**src/rtl/trigger_pulse_gen_pkg.sv**
```systemverilog
// Shared types and default widths for the trigger pulse generator.
package trig_pkg;

  localparam int CNT_W_DEF = 16;
  localparam int NUM_W_DEF = 8;

  typedef enum logic [1:0] {
    IDLE  = 2'd0,
    DELAY = 2'd1,
    HIGH  = 2'd2,
    LOW   = 2'd3
  } state_t;

endpackage

```
**src/rtl/trigger_pulse_gen_if.sv**
```systemverilog
// Control/config/status bundle between a sequencer and the trigger pulse generator.
interface trigger_pulse_gen_if import trig_pkg::*; #(
  parameter int CNT_W = CNT_W_DEF,
  parameter int NUM_W = NUM_W_DEF
);

  logic             trigger1;
  logic             abort;
  logic [CNT_W-1:0] delay_cfg;
  logic [CNT_W-1:0] width_cfg;
  logic [CNT_W-1:0] period_cfg;
  logic [NUM_W-1:0] count_cfg;
  logic             pulse_out;
  logic             busy;
  logic             done;
  logic             trig_missed;

  modport master (
    output trigger1, abort, delay_cfg, width_cfg, period_cfg, count_cfg,
    input  pulse_out, busy, done, trig_missed
  );

  modport slave (
    input  trigger1, abort, delay_cfg, width_cfg, period_cfg, count_cfg,
    output pulse_out, busy, done, trig_missed
  );

endinterface

```
**src/rtl/trigger_pulse_gen_phase_counter.sv**
```systemverilog
// Shared down-counter timing the DELAY, HIGH and LOW phases.
// A load takes priority; otherwise the count decrements and parks at zero.
// last flags the final cycle of the phase (count == 1).
module phase_counter import trig_pkg::*; #(
  parameter int CNT_W = CNT_W_DEF
) (
  input  logic             clk,
  input  logic             rst,
  input  logic             load,
  input  logic [CNT_W-1:0] value,
  output logic             last
);

  logic [CNT_W-1:0] cnt;

  // load-then-decrement, no wrap below zero
  always_ff @(posedge clk) begin
    if (rst) begin
      cnt <= '0;
    end else if (load) begin
      cnt <= value;
    end else if (cnt != '0) begin
      cnt <= cnt - CNT_W'(1);
    end
  end

  assign last = (cnt == CNT_W'(1));

endmodule

```
**src/rtl/trigger_pulse_gen.sv**
```systemverilog
// Trigger pulse generator: on an accepted trigger, waits a programmable delay
// and then emits a train of count pulses of programmable width and period.
//
// state | meaning
// IDLE  | waiting for trigger1; done pulses here after a normal finish
// DELAY | counting the trigger-to-first-pulse delay
// HIGH  | pulse_out high for the latched width
// LOW   | gap between pulses, max(period - width, 1) cycles
//
// Width/count of zero are clamped to one and the low time is derived once
// when the trigger is accepted, so later cfg changes never disturb a train.
module trigger_pulse_gen import trig_pkg::*; #(
  parameter int CNT_W = CNT_W_DEF,
  parameter int NUM_W = NUM_W_DEF
) (
  input  logic               clk,
  input  logic               rst,
  trigger_pulse_gen_if.slave bus
);

  state_t           state;
  logic [CNT_W-1:0] width_q;
  logic [CNT_W-1:0] low_q;
  logic [NUM_W-1:0] pcnt;

  logic [CNT_W-1:0] width_clamp;
  logic [CNT_W-1:0] low_calc;
  logic [NUM_W-1:0] count_clamp;
  logic             accept;
  logic             pc_load;
  logic [CNT_W-1:0] pc_value;
  logic             pc_last;

  // clamp incoming cfg and decide when/what the phase counter loads
  always_comb begin
    width_clamp = (bus.width_cfg == '0) ? CNT_W'(1) : bus.width_cfg;
    count_clamp = (bus.count_cfg == '0) ? NUM_W'(1) : bus.count_cfg;
    low_calc    = (bus.period_cfg > width_clamp) ? (bus.period_cfg - width_clamp)
                                                 : CNT_W'(1);
    accept      = (state == IDLE) && bus.trigger1 && !bus.abort;
    pc_load     = 1'b0;
    pc_value    = width_q;
    if (!bus.abort) begin
      case (state)
        IDLE: begin
          if (accept) begin
            pc_load  = 1'b1;
            pc_value = (bus.delay_cfg != '0) ? bus.delay_cfg : width_clamp;
          end
        end
        DELAY: begin
          if (pc_last) begin
            pc_load  = 1'b1;
            pc_value = width_q;
          end
        end
        HIGH: begin
          if (pc_last && (pcnt > NUM_W'(1))) begin
            pc_load  = 1'b1;
            pc_value = low_q;
          end
        end
        LOW: begin
          if (pc_last) begin
            pc_load  = 1'b1;
            pc_value = width_q;
          end
        end
        default: begin
          pc_load = 1'b0;
        end
      endcase
    end
  end

  phase_counter #(.CNT_W(CNT_W)) u_phase_counter (
    .clk   (clk),
    .rst   (rst),
    .load  (pc_load),
    .value (pc_value),
    .last  (pc_last)
  );

  // sequencing FSM with registered outputs, latched cfg and pulse counter
  always_ff @(posedge clk) begin
    if (rst) begin
      state           <= IDLE;
      bus.pulse_out   <= 1'b0;
      bus.busy        <= 1'b0;
      bus.done        <= 1'b0;
      bus.trig_missed <= 1'b0;
      width_q         <= '0;
      low_q           <= '0;
      pcnt            <= '0;
    end else begin
      bus.done        <= 1'b0;
      bus.trig_missed <= 1'b0;
      if (bus.abort) begin
        state         <= IDLE;
        bus.pulse_out <= 1'b0;
        bus.busy      <= 1'b0;
      end else begin
        bus.trig_missed <= bus.trigger1 && (state != IDLE);
        case (state)
          IDLE: begin
            if (bus.trigger1) begin
              width_q  <= width_clamp;
              low_q    <= low_calc;
              pcnt     <= count_clamp;
              bus.busy <= 1'b1;
              if (bus.delay_cfg != '0) begin
                state         <= DELAY;
                bus.pulse_out <= 1'b0;
              end else begin
                state         <= HIGH;
                bus.pulse_out <= 1'b1;
              end
            end
          end
          DELAY: begin
            if (pc_last) begin
              state         <= HIGH;
              bus.pulse_out <= 1'b1;
            end
          end
          HIGH: begin
            if (pc_last) begin
              bus.pulse_out <= 1'b0;
              if (pcnt != '0) begin
                pcnt <= pcnt - NUM_W'(1);
              end
              if (pcnt > NUM_W'(1)) begin
                state <= LOW;
              end else begin
                state    <= IDLE;
                bus.busy <= 1'b0;
                bus.done <= 1'b1;
              end
            end
          end
          LOW: begin
            if (pc_last) begin
              state         <= HIGH;
              bus.pulse_out <= 1'b1;
            end
          end
          default: begin
            state         <= IDLE;
            bus.pulse_out <= 1'b0;
            bus.busy      <= 1'b0;
          end
        endcase
      end
    end
  end

endmodule

```
**src/flat_wrapper.sv**
```systemverilog
// flat-port wrapper written by rule: the top's interface ports become plain ports
module trigger_pulse_gen_flat import trig_pkg::*;
#(
  parameter int CNT_W = CNT_W_DEF,
  parameter int NUM_W = NUM_W_DEF
)
  (clk, rst, bus_trigger1, bus_abort, bus_delay_cfg, bus_width_cfg, bus_period_cfg, bus_count_cfg, bus_pulse_out, bus_busy, bus_done, bus_trig_missed);
  trigger_pulse_gen_if #(.CNT_W(CNT_W), .NUM_W(NUM_W)) bus_i ();
  input  logic clk;
  input  logic rst;
  input wire logic [$bits(bus_i.trigger1)-1:0] bus_trigger1;
  input wire logic [$bits(bus_i.abort)-1:0] bus_abort;
  input wire logic [$bits(bus_i.delay_cfg)-1:0] bus_delay_cfg;
  input wire logic [$bits(bus_i.width_cfg)-1:0] bus_width_cfg;
  input wire logic [$bits(bus_i.period_cfg)-1:0] bus_period_cfg;
  input wire logic [$bits(bus_i.count_cfg)-1:0] bus_count_cfg;
  output wire logic [$bits(bus_i.pulse_out)-1:0] bus_pulse_out;
  output wire logic [$bits(bus_i.busy)-1:0] bus_busy;
  output wire logic [$bits(bus_i.done)-1:0] bus_done;
  output wire logic [$bits(bus_i.trig_missed)-1:0] bus_trig_missed;
  assign bus_i.trigger1 = bus_trigger1;
  assign bus_i.abort = bus_abort;
  assign bus_i.delay_cfg = bus_delay_cfg;
  assign bus_i.width_cfg = bus_width_cfg;
  assign bus_i.period_cfg = bus_period_cfg;
  assign bus_i.count_cfg = bus_count_cfg;
  assign bus_pulse_out = bus_i.pulse_out;
  assign bus_busy = bus_i.busy;
  assign bus_done = bus_i.done;
  assign bus_trig_missed = bus_i.trig_missed;
  trigger_pulse_gen #(.CNT_W(CNT_W), .NUM_W(NUM_W)) u_core (.clk(clk), .rst(rst), .bus(bus_i));
endmodule
```
**config.mk**
```make
export PLATFORM = sky130hd
export DESIGN_NAME = trigger_pulse_gen_flat
export DESIGN_NICKNAME = d
export VERILOG_FILES = /design/src/rtl/trigger_pulse_gen_pkg.sv /design/src/rtl/trigger_pulse_gen_if.sv /design/src/rtl/trigger_pulse_gen_phase_counter.sv /design/src/rtl/trigger_pulse_gen.sv /design/src/flat_wrapper.sv
export SDC_FILE = /design/constraint.sdc
export NUM_CORES = 1
export LEC_CHECK = 0
export CORE_MARGIN = 4
export CORE_UTILIZATION = 50
export DETAILED_ROUTE_END_ITERATION = 7
export PLACE_DENSITY = 0.76
export SYNTH_ARGS = -nofsm -noshare
export SYNTH_HDL_FRONTEND = slang
export SYNTH_HIERARCHICAL = 1
export SYNTH_SLANG_ARGS = --single-unit
export TNS_END_PERCENT = 100
```
**constraint.sdc**
```tcl
create_clock -name clk -period 2.5 [get_ports clk]
set_input_delay 0.5 -clock clk [delete_from_list [all_inputs] [get_ports clk]]
set_output_delay 0.5 -clock clk [all_outputs]
set_load 0.05 [all_outputs]
```
# == Word level (Yosys, flattened, before mapping) ==
# Cells that the tools add are included.
# word_totals
register_bits,62
inputBits,60
wordCells,82
# classes
add_sub_neg,3
n_lt_le_gt_ge,2
n_eq_ne,9
mux,35
n_bitwise,3
reduce_logical,21
# op_table
op,n
16-bit two-way mux,8
16-bit one-hot mux with 3 select lines,1
8-bit two-way mux,4
16-bit nonzero test,2
"16-bit by 1-bit == test with 1-bit output, second input constant",1
16-bit greater-than comparator,1
16-bit logical NOT,1
8-bit one-hot mux with 2 select lines,1
"16-bit by 1-bit subtractor with 16-bit output, second input constant",1
16-bit subtractor,1
1-bit two-way mux,12
2-bit two-way mux,5
"8-bit by 1-bit greater-than comparator with 1-bit output, second input constant",1
8-bit logical NOT,1
8-bit nonzero test,1
"8-bit by 1-bit subtractor with 8-bit output, second input constant",1
"2-bit by 1-bit != test with 1-bit output, second input constant",3
1-bit one-hot mux with 3 select lines,2
2-bit one-hot mux with 3 select lines,1
3-bit AND reduction,2
2-bit nonzero test,3
5-bit AND reduction,1
"2-bit == test, second input constant",2
1-bit logical AND,4
9 further kinds,13

# == Longest topological paths before layout ==
# Gate-level depths: netlist (run 1).
# logic_depth
ltp_word,7
depth_mapped,13
ltp_nobuf,12

# == Hierarchy ==
# The synthesis (run 1) kept the hierarchy.
# modules_own_cells
mod,n_inst,cells_each,area_per_inst_um2,seq_area_each_um2
trigger_pulse_gen,1,476,3535.9,920.9
phase_counter,1,115,945.9,320.3

# == Worst setup path after synthesis (run 1) ==
# No wires, ideal clock.
# synth_timing
path_kind,input -> register
startpoint,in bus_width_cfg[8]
endpoint,reg u_core.low_q[14]
t_arrival_ns,2.599
required_ns,2.384
setup_slack_ns,-0.215
stages,12
path_cell_list,nor4_1 > a41oi_1 > inv_1 > ha_1 > inv_1 > fa_1 > nand3_1 > o2bb2ai_1 > a21boi_1 > o311a_1 > buf_6 > a31o_2
# synth_between
elab_chain_len,4
elab_cells_between_ends,5
# synth_lines
item,line,rtl
from (decl),flat_wrapper.sv:14,input wire logic [$bits(bus_i.width_cfg)-1:0] bus_width_cfg;
16-bit logical NOT *,trigger_pulse_gen.sv:36,width_clamp = (bus.width_cfg == '0) ? CNT_W'(1) : bus.width_cfg;
16-bit two-way mux *,trigger_pulse_gen.sv:36,
net u_core.width_clamp[0],trigger_pulse_gen.sv:26,logic [CNT_W-1:0] width_clamp;
16-bit subtractor / 16-bit greater-than comparator (equally long branches),trigger_pulse_gen.sv:38,low_calc = (bus.period_cfg > width_clamp) ? (bus.period_cfg - width_clamp)
16-bit two-way mux *,trigger_pulse_gen.sv:38,
to (signal assigned),trigger_pulse_gen.sv:108,low_q <= low_calc;
to (decl),trigger_pulse_gen.sv:23,logic [CNT_W-1:0] low_q;
# The timed path passes the listed nets; every way through them passes the cells marked *.
# A chain may end at the register's enable or synchronous reset.

# == Final worst setup path (run 1) ==
# layout_timing
startpoint,in bus_width_cfg[15]
endpoint,reg u_core.low_q[6]
# The elaborated chain is that of the path after synthesis.

==> metrics.yaml, run 1 <==
timing:
  clock_skew_ns: 0.0114
  slew_headroom: 0.453
  fin_setup_tns_ns: -4.12
  fin_crit_ns: 2.84
  rsz0062_at_grt: "yes"
  worst_slack_ns: -0.342
  setup_viol: 17
  hold_slack_ns: 0.440
  hold_viol: 0
  worst_pin_slew_ns: 0.812
  period_share: 1.14
  slew_viol_final: 0
  max_freq_ghz: 0.352
cts:
  h-tree-depth: 3
  cts.reportedPaths.clkPinSlew_ns: 0.07
  clock_sinks: 62
  clock_latency_ns: 0.34
  cts_buffers: 9
  clk_path_buf_depth: 2
  cts-root-buf: "clkbuf_8"
  hold_buffers: 0
  cts_tree: "done"
layout:
  layout.cells.non_filler: 874
  antenna_cells: 0
  final_cell_area_um2: 6440
  utilization: 0.739
  final_layout_size_suffix_gt1_frac: 0.274
  area_growth_pct: 43.7
  final_nets: 845
synth:
  synth_ff_type: "dfxtp_1"
  syn_inst: 591
  synth_enable_flop_cells: 0
  syn_area_per_cell_um2: 7.58
  ys_warn_count: 6
  synth_fa_ha_area_frac: 0.0659
  synth.distinct_cells: 77
  synth.ff_latch_count: 62
  yosys.area_share.simple: 0.269
  yosysSeqAreaShare: 0.277
  synthArstFlopShare: 0
  synth_xor_area_frac: 0.0235
  synth_nets: 674
  synthMuxAreaShare: 0.00893
  synth_top_family_by_area: "compound AO/OA/AOI/OAI gates"
  syn-cell-area_um2: 4480
  synth_compound_area_frac: 0.291
grt:
  grt_pass1_vias: 5138
  grt-ovfl-total: 0
  grt_first_pass_wirelength_um: 24700
  grt_use_total: 0.296
  grt_max_degree: 41
  antenna_found_initial: 0
worst_setup_path:
  start_kind: "input pin"
  endpoint_kind: "flop"
  critPathKind: "input pin to flop"
  reg2reg_slack_ns: 0.12
  required_ns: 2.67
  cp_max_fo: 2
  arrival_ns: 3.01
power_and_ir_drop:
  sw_frac_of_total: 0.378
  pwr-share-seq: 0.334
  p_per_area_nw_per_um2: 583
  p_sw_mw: 1.42
  pwr-share-clk: 0.239
  p_total_mw: 3.75
  combPwrFrac: 0.427
  vdd_drop_max_v: 0.000334
  internal_power_mw: 2.33
  leakagePower_nw: 2.67
detailed_routing:
  drc_errors: 0
  dr.first_iter.drc_count: 677
  ant_nets: 0
  num_vias: 5467
  post_drt_wl_per_cell_um: 18.5
  wl_um: 16100
  drt-pass1-iter-count: 6
  vias_per_cell: 6.26
placement:
  dp.cells: 843
  place_congestion: 0.955
  io_buffer_count: 63
  hpwl_um: 11700
  pre_cts_ws_ns: -1.08
  postPlaceCellArea_um2: 5950
floorplanning:
  rows: 34
  ios: 64
  core-area_um2: 8720
  die_w_um: 103
  die_y_um: 103
  die_area_um2: 10500
  start_util: 0.514
min_path:
  hp-class: "input pin to flop"
run_status:
  status: "finished with violations"
  violations: "setup timing"
flow_run:
  cap_violations: 0
## worst max-delay path: stages
cell	delay (ns)
buf_2	0.13
nor4_4	0.41
a41oi_4	0.20
inv_2	0.13
ha_4	0.15
inv_2	0.04
fa_2	0.34
nand3_2	0.12
buf_4	0.12
nand2_1	0.06
a21o_1	0.19
a21oi_1	0.23
xor2_1	0.25
o32ai_1	0.13
## synth_stat cells (4+ instances only)
library cell  count  area (µm²)
nor2_1           49         184
o2bb2ai_1         4        35.0
a211oi_1         17         128
o21ai_0          42         210
dfxtp_1          62        1240
nor3_1           21         105
ha_1             22         275
nand2b_1          8        50.1
buf_6             4        45.0
nand3b_1          7        52.6
nor4_1           10        62.6
nand2_1          73         274
inv_1            42         158
xnor2_1           6        52.6
mux2i_1           4        40.0
or2_2             4        25.0
xor2_1            6        52.6
a22oi_1           7        52.6
a211o_1           4        35.0
or4_1             4        30.0
o211ai_1          4        30.0
a21o_1            5        37.5
nand4_1           4        25.0
and3_1            5        31.3
a22o_1            4        35.0
a2bb2oi_1         4        35.0
o31ai_1           5        37.5
a21oi_1          53         265
clkbuf_1         16        60.1
a221oi_1          5        43.8
nand3_1          18        90.1
## kinds of logic after synthesis
kind of cell,after synthesis
and+or+nand+nor,231
buffers and inverters,67
muxes,4
adders and majority gates,23
DFF,62
xor gates and xnor gates,12
AOI/OAI and AO/OA,192
## worst paths after layout
| path | from | cells past startpoint | endpoint |
|---|---|---|---|
| worst max register to register | u_core/u_phase_counter/cnt[5]$_SDFFE_PP0P_ | 10 | u_core/u_phase_counter/cnt[7]$_SDFFE_PP0P_ |
| worst min register to register | u_core/width_q[4]$_SDFFE_PP0P_ | 2 | u_core/width_q[4]$_SDFFE_PP0P_ |
| worst max-delay path | bus_width_cfg[15] | 14 | u_core/low_q[6]$_SDFFE_PP0P_ |
| worst min-delay path | bus_width_cfg[13] | 3 | u_core/width_q[13]$_SDFFE_PP0P_ |
## placed cells by master (no fill, tap or decap), drive strengths merged, types with 5 or more instances in the layout
cell type and n:
inv 42, clkbuf 12, or4 5, nand3 18, ha 22, dfxtp 62
nor2 51, and3 6, nand4 5, a21o 5, or2 5, a21oi 55
buf 133, a211oi 20, o21ai 42, clkdlybuf4s50 46, a221oi 6, nand2b 8
nor4 13, o31ai 5, nand3b 7, xnor2 6, xor2 6, nand2 75
a22oi 7, nor3 21
## cell type report
class / count / area, µm²
Fill cell: 628 / 2280
Inverter: 42 / 158
Clock inverter: 4 / 47.5
Timing Repair Buffer: 184 / 1520
Multi-Input combinational cell: 463 / 3200
Tap cell: 108 / 135
Clock buffer: 11 / 141
Sequential cell: 62 / 1240
## per-layer routing
layer | global-route usage | vias to the layer above | routed length (µm)
met1 | 0.380 | 2560 | 6270
li1 | - | 2518 | -
met5 | 0 | - | 0
met3 | 0.0399 | 67 | 1510
met4 | 0.0999 | 0 | 631
met2 | 0.510 | 322 | 7720
## power by group through the flow
stage | registers, mW | clock network [mW] | logic (mW)
after floorplan | 1.24 | 0 | 0.902
after global placement | 1.26 | 0 | 1.43
after detailed placement | 1.27 | 0 | 1.47
after CTS | 1.25 | 0.894 | 1.50
after global routing | 1.27 | 0.931 | 1.74
final | 1.26 | 0.895 | 1.60
## registers in the layout, summed over array words and instances, names as in the netlist, 2 cells and up
name,count
u_core/u_phase_counter/cnt,16
u_core/state,2
u_core/pcnt,8
u_core/low_q,16
u_core/width_q,16
## timing repair
action                                  CTS  global route
setup buffers                             8             7
resized for setup                        67            39
gates cloned                              1             0
endpoints found under the setup margin   18            32
pin swaps                                12            15
(Power assumes the default switching activity.)
==> inputs of run 2 (changes only) <==
--- a/config.mk
+++ b/config.mk
@@ -9,6 +9,7 @@
 export CORE_UTILIZATION = 50
 export DETAILED_ROUTE_END_ITERATION = 7
 export PLACE_DENSITY = 0.76
+export SLEW_MARGIN = 10
 export SYNTH_ARGS = -nofsm -noshare
 export SYNTH_HDL_FRONTEND = slang
 export SYNTH_HIERARCHICAL = 1
==> results of run 2 <==
Same layout as run 1: the final DEF is identical, and so are final timing and power.
==> inputs of run 3 (changes only) <==
--- a/config.mk
+++ b/config.mk
@@ -5,8 +5,10 @@
 export SDC_FILE = /design/constraint.sdc
 export NUM_CORES = 1
 export LEC_CHECK = 0
+export ABC_CLOCK_PERIOD_IN_PS = 2500
 export CORE_MARGIN = 4
 export CORE_UTILIZATION = 50
+export CTS_BUF_LIST = sky130_fd_sc_hd__clkbuf_4 sky130_fd_sc_hd__clkbuf_8 sky130_fd_sc_hd__clkbuf_16
 export DETAILED_ROUTE_END_ITERATION = 7
 export PLACE_DENSITY = 0.76
 export SLEW_MARGIN = 10
==> metrics.yaml, run 3 (synthesis results as in run 1) <==
layout:
  multi_input_area_um2: 3200
  final_common_cell: "buf_4"
  nFillCells: 626
  register_area_um2: 1240
  final_nets: 845
  area_growth_pct: 43.8
  mostFrequentLayoutCells: "120 x buf_4, 72 x nand2_1, 61 x dfxtp_1"
  reg_top3: "u_core/low_q (16), u_core/u_phase_counter/cnt (16), u_core/width_q (16)"
  utilization: 0.739
  final_cell_area_um2: 6450
  antenna_cells: 0
  final_layout_size_suffix_gt1_frac: 0.275
power_and_ir_drop:
  pwr-share-clk: 0.241
  leakagePower_nw: 2.68
  p_per_area_nw_per_um2: 585
  combPwrFrac: 0.426
  internal_power_mw: 2.34
  pwr-share-seq: 0.333
  vdd_drop_max_v: 0.000337
  p_sw_mw: 1.43
  sw_frac_of_total: 0.378
timing:
  worst_pin_slew_ns: 0.813
  max_freq_ghz: 0.351
  setup_viol: 17
  rsz0062_at_grt: "yes"
  hold_slack_ns: 0.444
  clock_skew_ns: 0.0123
  fin_crit_ns: 2.85
  period_share: 1.14
  slew_headroom: 0.458
  slew_viol_final: 0
  worst_slack_ns: -0.348
  hold_viol: 0
placement:
  postPlaceCellArea_um2: 5950
  hpwl_um: 11700
  pre_cts_ws_ns: -1.08
  place_congestion: 0.955
  io_buffer_count: 63
cts:
  cts.reportedPaths.clkPinSlew_ns: 0.07
  clock_latency_ns: 0.34
  h-tree-depth: 3
  clk_path_buf_depth: 2
  cts_buffers: 9
  clock_sinks: 62
  cts-root-buf: "clkbuf_8"
  cts_tree: "done"
  hold_buffers: 0
worst_setup_path:
  slowest_delay_ns: 0.41
  cp_max_fo: 2
  critPathKind: "input pin to flop"
  endpoint_kind: "flop"
  arrival_ns: 3.02
  crit_top_cell: "inv_2"
  cp_slowest_cell: "nor4_4"
  path_cells: "buf_2 > nor4_4 > a41oi_4 > inv_2 > ha_4 > inv_2 > fa_2 > nand3_2 > buf_4 > nand2_1 > a21o_1 > a21oi_1 > xor2_1 > o32ai_1"
  start_kind: "input pin"
  required_ns: 2.67
detailed_routing:
  drt-pass1-iter-count: 5
  post_drt_wl_per_cell_um: 18.5
  vias_per_cell: 6.27
  wl_um: 16200
  num_vias: 5482
  dr.first_iter.drc_count: 681
  ant_nets: 0
  drc_errors: 0
floorplanning:
  die_w_um: 103
  core-area_um2: 8720
  ios: 64
  die_area_um2: 10500
  die_y_um: 103
  rows: 34
  start_util: 0.514
grt:
  antenna_found_initial: 0
  grt_use_total: 0.296
  grt_max_degree: 41
  grt_first_pass_wirelength_um: 24700
  grt_pass1_vias: 5138
  grt-ovfl-total: 0
run_status:
  violations: "setup timing"
  status: "finished with violations"
flow_run:
  cap_violations: 0
min_path:
  hp-class: "input pin to flop"
==> run 3: path summary, 6_finish.rpt <==
| kind | slack (ns) | endpoint | cells past startpoint | startpoint |
|---|---|---|---|---|
| setup / recovery | -0.35 | u_core/low_q[6]$_SDFFE_PP0P_ | 14 | bus_width_cfg[15] |
| hold reg to reg | 0.46 | u_core/width_q[4]$_SDFFE_PP0P_ | 2 | u_core/width_q[4]$_SDFFE_PP0P_ |
| hold / removal | 0.44 | u_core/width_q[13]$_SDFFE_PP0P_ | 3 | bus_width_cfg[13] |
| setup reg to reg | 0.12 | u_core/u_phase_counter/cnt[7]$_SDFFE_PP0P_ | 10 | u_core/u_phase_counter/cnt[8]$_SDFFE_PP0P_ |
==> run 3: area by class of cell <==
cell class | count | share of cell area
Multi-Input combinational cell | 463 | 0.497
Timing Repair Buffer | 184 | 0.235
Sequential cell | 62 | 0.193
Inverter | 42 | 0.0245
Clock buffer | 11 | 0.0225
Tap cell | 108 | 0.0210
Clock inverter | 4 | 0.00738
==> run 3: per-stage QoR <==
step	total power, mW	setup TNS, ns	instances
2_1_floorplan	2.14	-1.56	591
3_3_place_gp	2.69	-14.97	843
3_5_place_dp	2.74	-17.32	843
4_1_cts	3.65	-0.109	867
5_1_grt	3.95	-4.79	874
6_report	3.77	-4.18	874
==> run 3: power groups by stage <==
stage	clock, mW	sequential [mW]	combinational, mW
floorplan	0	1.24	0.902
global placement	0	1.26	1.43
detailed placement	0	1.27	1.47
CTS	0.905	1.25	1.50
global route	0.942	1.27	1.74
finish	0.910	1.25	1.61
==> run 3: timing repair <==
action	4_1_cts	5_1_grt
setup endpoints to repair	18	32
setup buffers	8	7
cloned	1	0
gates resized for setup	67	39
pin swaps	12	15
==> run 3: critical path, delay by kind of cell <==
kind	cells	cell delay, ns
compound gates	4	0.76
simple gates	3	0.59
xor+xnor	1	0.24
fa+ha+maj	2	0.49
buf+inv	4	0.44
==> run 3: routing by layer <==
layer / routed length [µm] / global-route usage
met5: 0 / 0
met4: 676 / 0.0999
met3: 1390 / 0.0399
met2: 7730 / 0.510
met1: 6390 / 0.380
